### src/rtl/exhaust_mode_scheduler_pkg.sv
// rtl/exhaust_mode_scheduler_pkg.sv - shared mode codes, fan codes and helpers for the hood scheduler
// Contents:
//   MODE_WIDTH    width of the mode code bus
//   mode_e        mode codes driven on current_mode
//   FAN_*         fan speed codes driven to the motor driver
//   req_e         arbitration winner of the request inputs
//   fan_for_mode  fan speed for a mode
//   is_timed_mode modes that run the seconds countdown
package exhaust_mode_scheduler_pkg;

  localparam int MODE_WIDTH = 3;

  typedef enum logic [MODE_WIDTH-1:0] {
    OFF_MODE       = 3'd0,
    STANDBY_MODE   = 3'd1,
    FIRST_MODE     = 3'd2,
    SECOND_MODE    = 3'd3,
    THIRD_MODE     = 3'd4,
    CLEAN_MODE     = 3'd5,
    EXIT_WAIT_MODE = 3'd6
  } mode_e;

  localparam logic [1:0] FAN_OFF  = 2'd0;
  localparam logic [1:0] FAN_LOW  = 2'd1;
  localparam logic [1:0] FAN_MID  = 2'd2;
  localparam logic [1:0] FAN_HIGH = 2'd3;

  typedef enum logic [2:0] {
    REQ_NONE    = 3'd0,
    REQ_POWER   = 3'd1,
    REQ_STANDBY = 3'd2,
    REQ_CLEAN   = 3'd3,
    REQ_THIRD   = 3'd4,
    REQ_SECOND  = 3'd5,
    REQ_FIRST   = 3'd6
  } req_e;

  function automatic logic [1:0] fan_for_mode(input mode_e m);
    case (m)
      FIRST_MODE, CLEAN_MODE:     return FAN_LOW;
      SECOND_MODE:                return FAN_MID;
      THIRD_MODE, EXIT_WAIT_MODE: return FAN_HIGH;
      default:                    return FAN_OFF;
    endcase
  endfunction

  function automatic logic is_timed_mode(input mode_e m);
    return (m == THIRD_MODE) || (m == CLEAN_MODE) || (m == EXIT_WAIT_MODE);
  endfunction

endpackage

### src/rtl/exhaust_mode_scheduler_mode_second_timer.sv
// rtl/exhaust_mode_scheduler_mode_second_timer.sv - prescaler plus seconds down-counter for timed modes
// Ports:
//   clk, rstn      clock, asynchronous active-low reset
//   load           restart: clear prescaler, load remaining with load_value
//   load_value     seconds to count down from
//   enable         count while high; prescaler and remaining held at 0 while low
//   remaining      seconds left in the current timed mode
//   expire         high in the last cycle of the countdown (remaining = 1, prescaler wrapping)
module mode_second_timer #(
  parameter int TICKS_PER_SEC = 100_000_000
) (
  input  logic       clk,
  input  logic       rstn,
  input  logic       load,
  input  logic [7:0] load_value,
  input  logic       enable,
  output logic [7:0] remaining,
  output logic       expire
);

  localparam int PW = (TICKS_PER_SEC > 1) ? $clog2(TICKS_PER_SEC) : 1;
  localparam logic [PW-1:0] PRESC_MAX = PW'(TICKS_PER_SEC - 1);

  logic [PW-1:0] prescaler;
  logic          wrap;

  assign wrap = (prescaler == PRESC_MAX);
  // Not gated by enable: outside timed modes remaining is 0, so this cannot fire.
  assign expire = wrap && (remaining == 8'd1);

  always_ff @(posedge clk or negedge rstn) begin
    if (!rstn) begin
      prescaler <= '0;
      remaining <= '0;
    end else if (load) begin
      prescaler <= '0;
      remaining <= load_value;
    end else if (!enable) begin
      prescaler <= '0;
      remaining <= '0;
    end else if (wrap) begin
      prescaler <= '0;
      if (remaining != 8'd0) remaining <= remaining - 8'd1;
    end else begin
      prescaler <= prescaler + PW'(1);
    end
  end

endmodule

### src/rtl/exhaust_mode_scheduler.sv
// rtl/exhaust_mode_scheduler.sv - hood mode state machine with request arbitration and timed modes
// Ports:
//   clk, rstn       clock, asynchronous active-low reset
//   power_req       power-toggle pulse
//   req_first       request first mode
//   req_second      request second mode
//   req_third       request hurricane mode (once per power-on)
//   req_clean       request self-clean
//   req_standby     request return to standby
//   current_mode    registered mode code
//   remaining_secs  countdown of timed modes, 0 otherwise
//   fan_speed       0 off, 1 low, 2 mid, 3 high
//   third_locked    hurricane already used since power-on
//   clean_done      one-cycle pulse when self-clean completes
module exhaust_mode_scheduler
  import exhaust_mode_scheduler_pkg::*;
#(
  parameter int TICKS_PER_SEC = 100_000_000,
  parameter int THIRD_SECS    = 60,
  parameter int EXIT_SECS     = 60,
  parameter int CLEAN_SECS    = 180
) (
  input  logic                  clk,
  input  logic                  rstn,
  input  logic                  power_req,
  input  logic                  req_first,
  input  logic                  req_second,
  input  logic                  req_third,
  input  logic                  req_clean,
  input  logic                  req_standby,
  output logic [MODE_WIDTH-1:0] current_mode,
  output logic [7:0]            remaining_secs,
  output logic [1:0]            fan_speed,
  output logic                  third_locked,
  output logic                  clean_done
);

  mode_e      mode, next_mode;
  req_e       winner;
  logic       next_locked;
  logic       next_clean_done;
  logic       timer_load;
  logic [7:0] timer_value;
  logic       timer_enable;
  logic       expire;

  assign current_mode = mode;

  // Only the highest-priority request is evaluated; an illegal winner is not
  // replaced by a lower-priority request.
  always_comb begin
    winner = REQ_NONE;
    if      (power_req)   winner = REQ_POWER;
    else if (req_standby) winner = REQ_STANDBY;
    else if (req_clean)   winner = REQ_CLEAN;
    else if (req_third)   winner = REQ_THIRD;
    else if (req_second)  winner = REQ_SECOND;
    else if (req_first)   winner = REQ_FIRST;
  end

  always_comb begin
    next_mode       = mode;
    next_locked     = third_locked;
    next_clean_done = 1'b0;
    timer_load      = 1'b0;
    timer_value     = 8'd0;
    case (mode)
      OFF_MODE: begin
        if (winner == REQ_POWER) next_mode = STANDBY_MODE;
      end
      STANDBY_MODE: begin
        case (winner)
          REQ_POWER:  next_mode = OFF_MODE;
          REQ_FIRST:  next_mode = FIRST_MODE;
          REQ_SECOND: next_mode = SECOND_MODE;
          REQ_THIRD: begin
            if (!third_locked) begin
              next_mode   = THIRD_MODE;
              next_locked = 1'b1;
              timer_load  = 1'b1;
              timer_value = 8'(THIRD_SECS);
            end
          end
          REQ_CLEAN: begin
            next_mode   = CLEAN_MODE;
            timer_load  = 1'b1;
            timer_value = 8'(CLEAN_SECS);
          end
          default: ;
        endcase
      end
      FIRST_MODE: begin
        case (winner)
          REQ_POWER:   next_mode = OFF_MODE;
          REQ_STANDBY: next_mode = STANDBY_MODE;
          REQ_SECOND:  next_mode = SECOND_MODE;
          default: ;
        endcase
      end
      SECOND_MODE: begin
        case (winner)
          REQ_POWER:   next_mode = OFF_MODE;
          REQ_STANDBY: next_mode = STANDBY_MODE;
          REQ_FIRST:   next_mode = FIRST_MODE;
          default: ;
        endcase
      end
      // In timed modes an accepted request takes precedence over expiry.
      THIRD_MODE: begin
        if (winner == REQ_POWER) begin
          next_mode = OFF_MODE;
        end else if (winner == REQ_STANDBY) begin
          next_mode   = EXIT_WAIT_MODE;
          timer_load  = 1'b1;
          timer_value = 8'(EXIT_SECS);
        end else if (expire) begin
          next_mode = SECOND_MODE;
        end
      end
      EXIT_WAIT_MODE: begin
        if (winner == REQ_POWER) next_mode = OFF_MODE;
        else if (expire)         next_mode = STANDBY_MODE;
      end
      CLEAN_MODE: begin
        if (winner == REQ_POWER) begin
          next_mode = OFF_MODE;
        end else if (expire) begin
          next_mode       = STANDBY_MODE;
          next_clean_done = 1'b1;
        end
      end
      default: next_mode = OFF_MODE;
    endcase
    if (next_mode == OFF_MODE) next_locked = 1'b0;
  end

  // Leaving a timed mode drops enable so remaining returns to 0 on the same edge.
  assign timer_enable = is_timed_mode(next_mode);

  mode_second_timer #(
    .TICKS_PER_SEC(TICKS_PER_SEC)
  ) u_timer (
    .clk       (clk),
    .rstn      (rstn),
    .load      (timer_load),
    .load_value(timer_value),
    .enable    (timer_enable),
    .remaining (remaining_secs),
    .expire    (expire)
  );

  always_ff @(posedge clk or negedge rstn) begin
    if (!rstn) begin
      mode         <= OFF_MODE;
      fan_speed    <= FAN_OFF;
      third_locked <= 1'b0;
      clean_done   <= 1'b0;
    end else begin
      mode         <= next_mode;
      fan_speed    <= fan_for_mode(next_mode);
      third_locked <= next_locked;
      clean_done   <= next_clean_done;
    end
  end

endmodule

### config.mk
export PLATFORM = sky130hd
export DESIGN_NAME = exhaust_mode_scheduler
export DESIGN_NICKNAME = d
export VERILOG_FILES = /design/src/rtl/exhaust_mode_scheduler_pkg.sv /design/src/rtl/exhaust_mode_scheduler_mode_second_timer.sv /design/src/rtl/exhaust_mode_scheduler.sv
export SDC_FILE = /design/constraint.sdc
export NUM_CORES = 1
export LEC_CHECK = 0
export ABC_AREA = 0
export CORE_AREA = 2 2 74 128
export CTS_CLUSTER_SIZE = 28
export DETAILED_ROUTE_END_ITERATION = 16
export DIE_AREA = 0 0 76 130
export PLACE_DENSITY = 0.53
export SYNTH_ARGS = -nofsm -noshare
export SYNTH_HDL_FRONTEND = slang
export SYNTH_HIERARCHICAL = 1
export SYNTH_SLANG_ARGS = --single-unit
### constraint.sdc
create_clock -name clk -period 3.5 [get_ports clk]
set_input_delay 0.7 -clock clk [delete_from_list [all_inputs] [get_ports clk]]
set_output_delay 0.7 -clock clk [all_outputs]
set_load 0.05 [all_outputs]
==> results by group <==
Route
  – Met2 Routed Length: about 3200 µm
  – Post-route DRC: 0
  – Iter 0 DRT Violations: 99
  – DRT met1 WL: roughly 2400 µm
  – Routed met3 length: between 150 and 200 µm
  – Final wirelength: 5960 µm
  – Vias post-DR: roughly 2,100
  – Uppermost layer routed: met4
  – DRT Pass-1 Iters: 4
  – Wire per inst: between 10 and 15 µm
  – Drt via density: just under 5
  – Antenna viol nets, final: 0

Worst setup path
  – Reg2Reg Setup Slack: 0.38 ns
  – Arrival time worst endpoint: roughly 3.3 ns
  – R2r worst-path depth: 11
  – Critical R2R Capture: u_timer/remaining[2]$_DFFE_PN0P_
  – Worst EP required: 3.67 ns
  – Crit Path Max Fanout: 8
  – R2R Path Start: u_timer/remaining[2]$_DFFE_PN0P_
  – Crit. End Element: flop
  – Startpoint Class: flop
  – Critical path class: reg2reg

Flow run
  – Max_cap viols: 0

Floorplanning
  – Die outline width: about 76 µm
  – I/O pin total: 23
  – Core area: between 8000 and 9000 µm²
  – Die area: slightly below 10,000 µm²
  – # rows: 46
  – Initial Util: 0.289
  – Die height: between 100 and 150 µm

STA
  – Worst clock skew: approximately 0.0074 ns
  – Worst slew margin: 0.336
  – Period utilisation layout: 0.892
  – Hold Violations, Final: 0
  – Final Critical Period: about 3.1 ns
  – RSZ-0062 raised after global routing: false
  – TNS Setup: 0 ns
  – Measured slew at the worst slew-check pin: 0.996 ns
  – Max Transition Viols Final: 0
  – Fmax: 320 MHz
  – Final setup viols: 0

Power and ir drop
  – Maximum vdd drop: just under 200 µV
  – Leak: 1.19 nW
  – Power density over the cells: ~460 nW/µm²

Layout
  – Synth-to-Final Area Change: 21.4%
  – Layout cells sized above 1: 0.117
  – Post-layout net count: ~320
  – FF/Latch Area: ~1100 µm²
  – # fillers: 912
  – Final Cell Area: ~3100 µm²
  – Most common cell after layout, fill and taps aside: dfrtp_1
  – Multi-input gate area: 1460 µm²
  – Most frequent cells in the layout: dfrtp_1, nor2_1, clkdlybuf4s50_1
  – Number of diodes: 0

GRT
  – Vias in the first global route: roughly 2,100
  – Global-route wire length before repair: between 10,000 and 15,000 µm
  – Total gr overflow: 0
  – Total global-route track usage: 0.130
  – Initial antenna violation count: 0
  – Largest net degree at the start of global routing: between 40 and 50

Placement
  – Area after DPL: roughly 3000 µm²
  – GPL Wtd Cong: 0.841
  – IO buf count: 22
  – Final HPWL DP: around 4300 µm

Logic synthesis
  – Top_reg_cell synth: dfrtp_1
  – Synth Instances: about 280
  – Synth unique cells: 55
  – Synth warnings: 6
  – EDFF count, synth: 0
  – Sequential element share of the synthesized area: 0.407
  – Avg Inst Size Synth: around 9.3 µm²
  – Seq cells post-synth: 42
  – Ys async rst share: 1.00
  – Synthesized area: around 2600 µm²

Clock tree
  – Worst-Skew Late Latency: around 0.29 ns
  – Post-CTS Setup Bufs: 0
  – Clock transition at the registers of the reported paths: around 0.060 ns
  – CTS sink cnt: 42
  – # hold bufs at CTS: 0
  – CTS Buffer Depth: 2
  – Num CTS Buffers: 5
  – CTS root buf: clkbuf_16
  – CTS H-Tree Depth: 2
  – Post-CTS sizing: 0
  – CTS tree: built

Outcome
  – Status: finished, final reports clean

Worst hold path
  – Hold path depth: 1
  – Worst Min Path Start: u_timer/prescaler[0]$_DFF_PN0_
  – Hold Path End: u_timer/prescaler[0]$_DFF_PN0_
  – Worst min-delay path category: reg2reg
logic make-up (layout without fill, tap and decap cells):
family	after synthesis	after routing	synth area share
AOI/OAI and AO/OA	37	37	0.114
muxes	5	5	0.0223
other	1	3	0.00145
and+or+nand+nor	143	143	0.322
buffers and inverters	21	50	0.0325
DFF	42	42	0.407
adders and majority gates	4	4	0.0194
xor gates and xnor gates	24	24	0.0814
worst max-delay path, cell delays in order, from the launching register on:
cell	delay, ns
dfrtp_1	0.46
or4_4	0.59
nor2_1	0.14
nand3b_1	0.11
nor3_1	0.18
buf_4	0.18
a21oi_1	0.04
o21ai_0	0.29
o21ai_0	0.21
nor2b_1	0.26
a32o_1	0.29
a311o_1	0.27
how the worst max path moves through the flow:
| stage | from | end | slack, ns | depth (start not counted) |
|---|---|---|---|---|
| 2_1_floorplan | u_timer/remaining[2]$_DFFE_PN0P_ | u_timer/prescaler[17]$_DFF_PN0_ | 0.40 | 11 |
| 3_3_place_gp | req_standby | u_timer/prescaler[20]$_DFF_PN0_ | 0.34 | 8 |
| 3_5_place_dp | req_standby | u_timer/prescaler[24]$_DFF_PN0_ | 0.32 | 8 |
| 4_1_cts | u_timer/remaining[2]$_DFFE_PN0P_ | u_timer/remaining[2]$_DFFE_PN0P_ | 0.36 | 11 |
| 5_1_grt | u_timer/remaining[2]$_DFFE_PN0P_ | u_timer/remaining[2]$_DFFE_PN0P_ | 0.06 | 11 |
| 6_report | u_timer/remaining[2]$_DFFE_PN0P_ | u_timer/remaining[2]$_DFFE_PN0P_ | 0.38 | 11 |
Yosys cell counts, types with 4 or more instances:
library cell  count  area (µm²)
dfrtp_1          42        1050
nor2_1           40         150
nand2_1          20        75.1
xnor2_1          18         158
inv_1            14        52.6
nor3_1           14        70.1
o21ai_0          11        55.1
nand3_1           9        45.0
a21oi_1           8        40.0
nor2b_1           8        50.1
nor4_1            8        50.1
nand4_1           7        43.8
and3_1            6        37.5
xor2_1            6        52.6
buf_2             4        20.0
ha_1              4        50.1
area by class of cell:
class                   count  share of cell area
inverters                  14              0.0168
well taps                 120              0.0479
flip-flops and latches     42               0.335
multi-input cells         216               0.464
clock buffers               8              0.0531
repair buffers             28              0.0830
power by group:
part	leakage (nW)	internal [W]	switching, W
Clock	0.0832	0.000323	0.000186
Combinational	0.526	0.000140	0.000224
Sequential	0.583	0.000510	0.0000495
Total	1.19	0.000973	0.000459
routing by layer:
metal	GRT usage	up-vias
met5	0	-
met3	0.0270	8
met4	0.0631	0
li1	-	1043
met1	0.133	1022
met2	0.249	35
through the flow:
stage,instances,setup WS [ns],utilization,power (W),hold WS (ns)
2_1_floorplan,279,0.400,-,0.000811,0.404
3_3_place_gp,420,0.342,0.333,0.000935,0.467
3_5_place_dp,420,0.322,0.333,0.000939,0.476
4_1_cts,428,0.361,0.351,0.00146,0.484
5_1_grt,428,0.0642,0.351,0.00151,0.501
6_report,428,0.378,0.351,0.00143,0.486
registers in the layout (all words and copies together) (netlist names):
name / flops
fan_speed: 2
u_timer/prescaler: 27
u_timer/remaining: 8
current_mode: 3
third_locked: 1
clean_done: 1
Power figures use the tool's default switching activity.
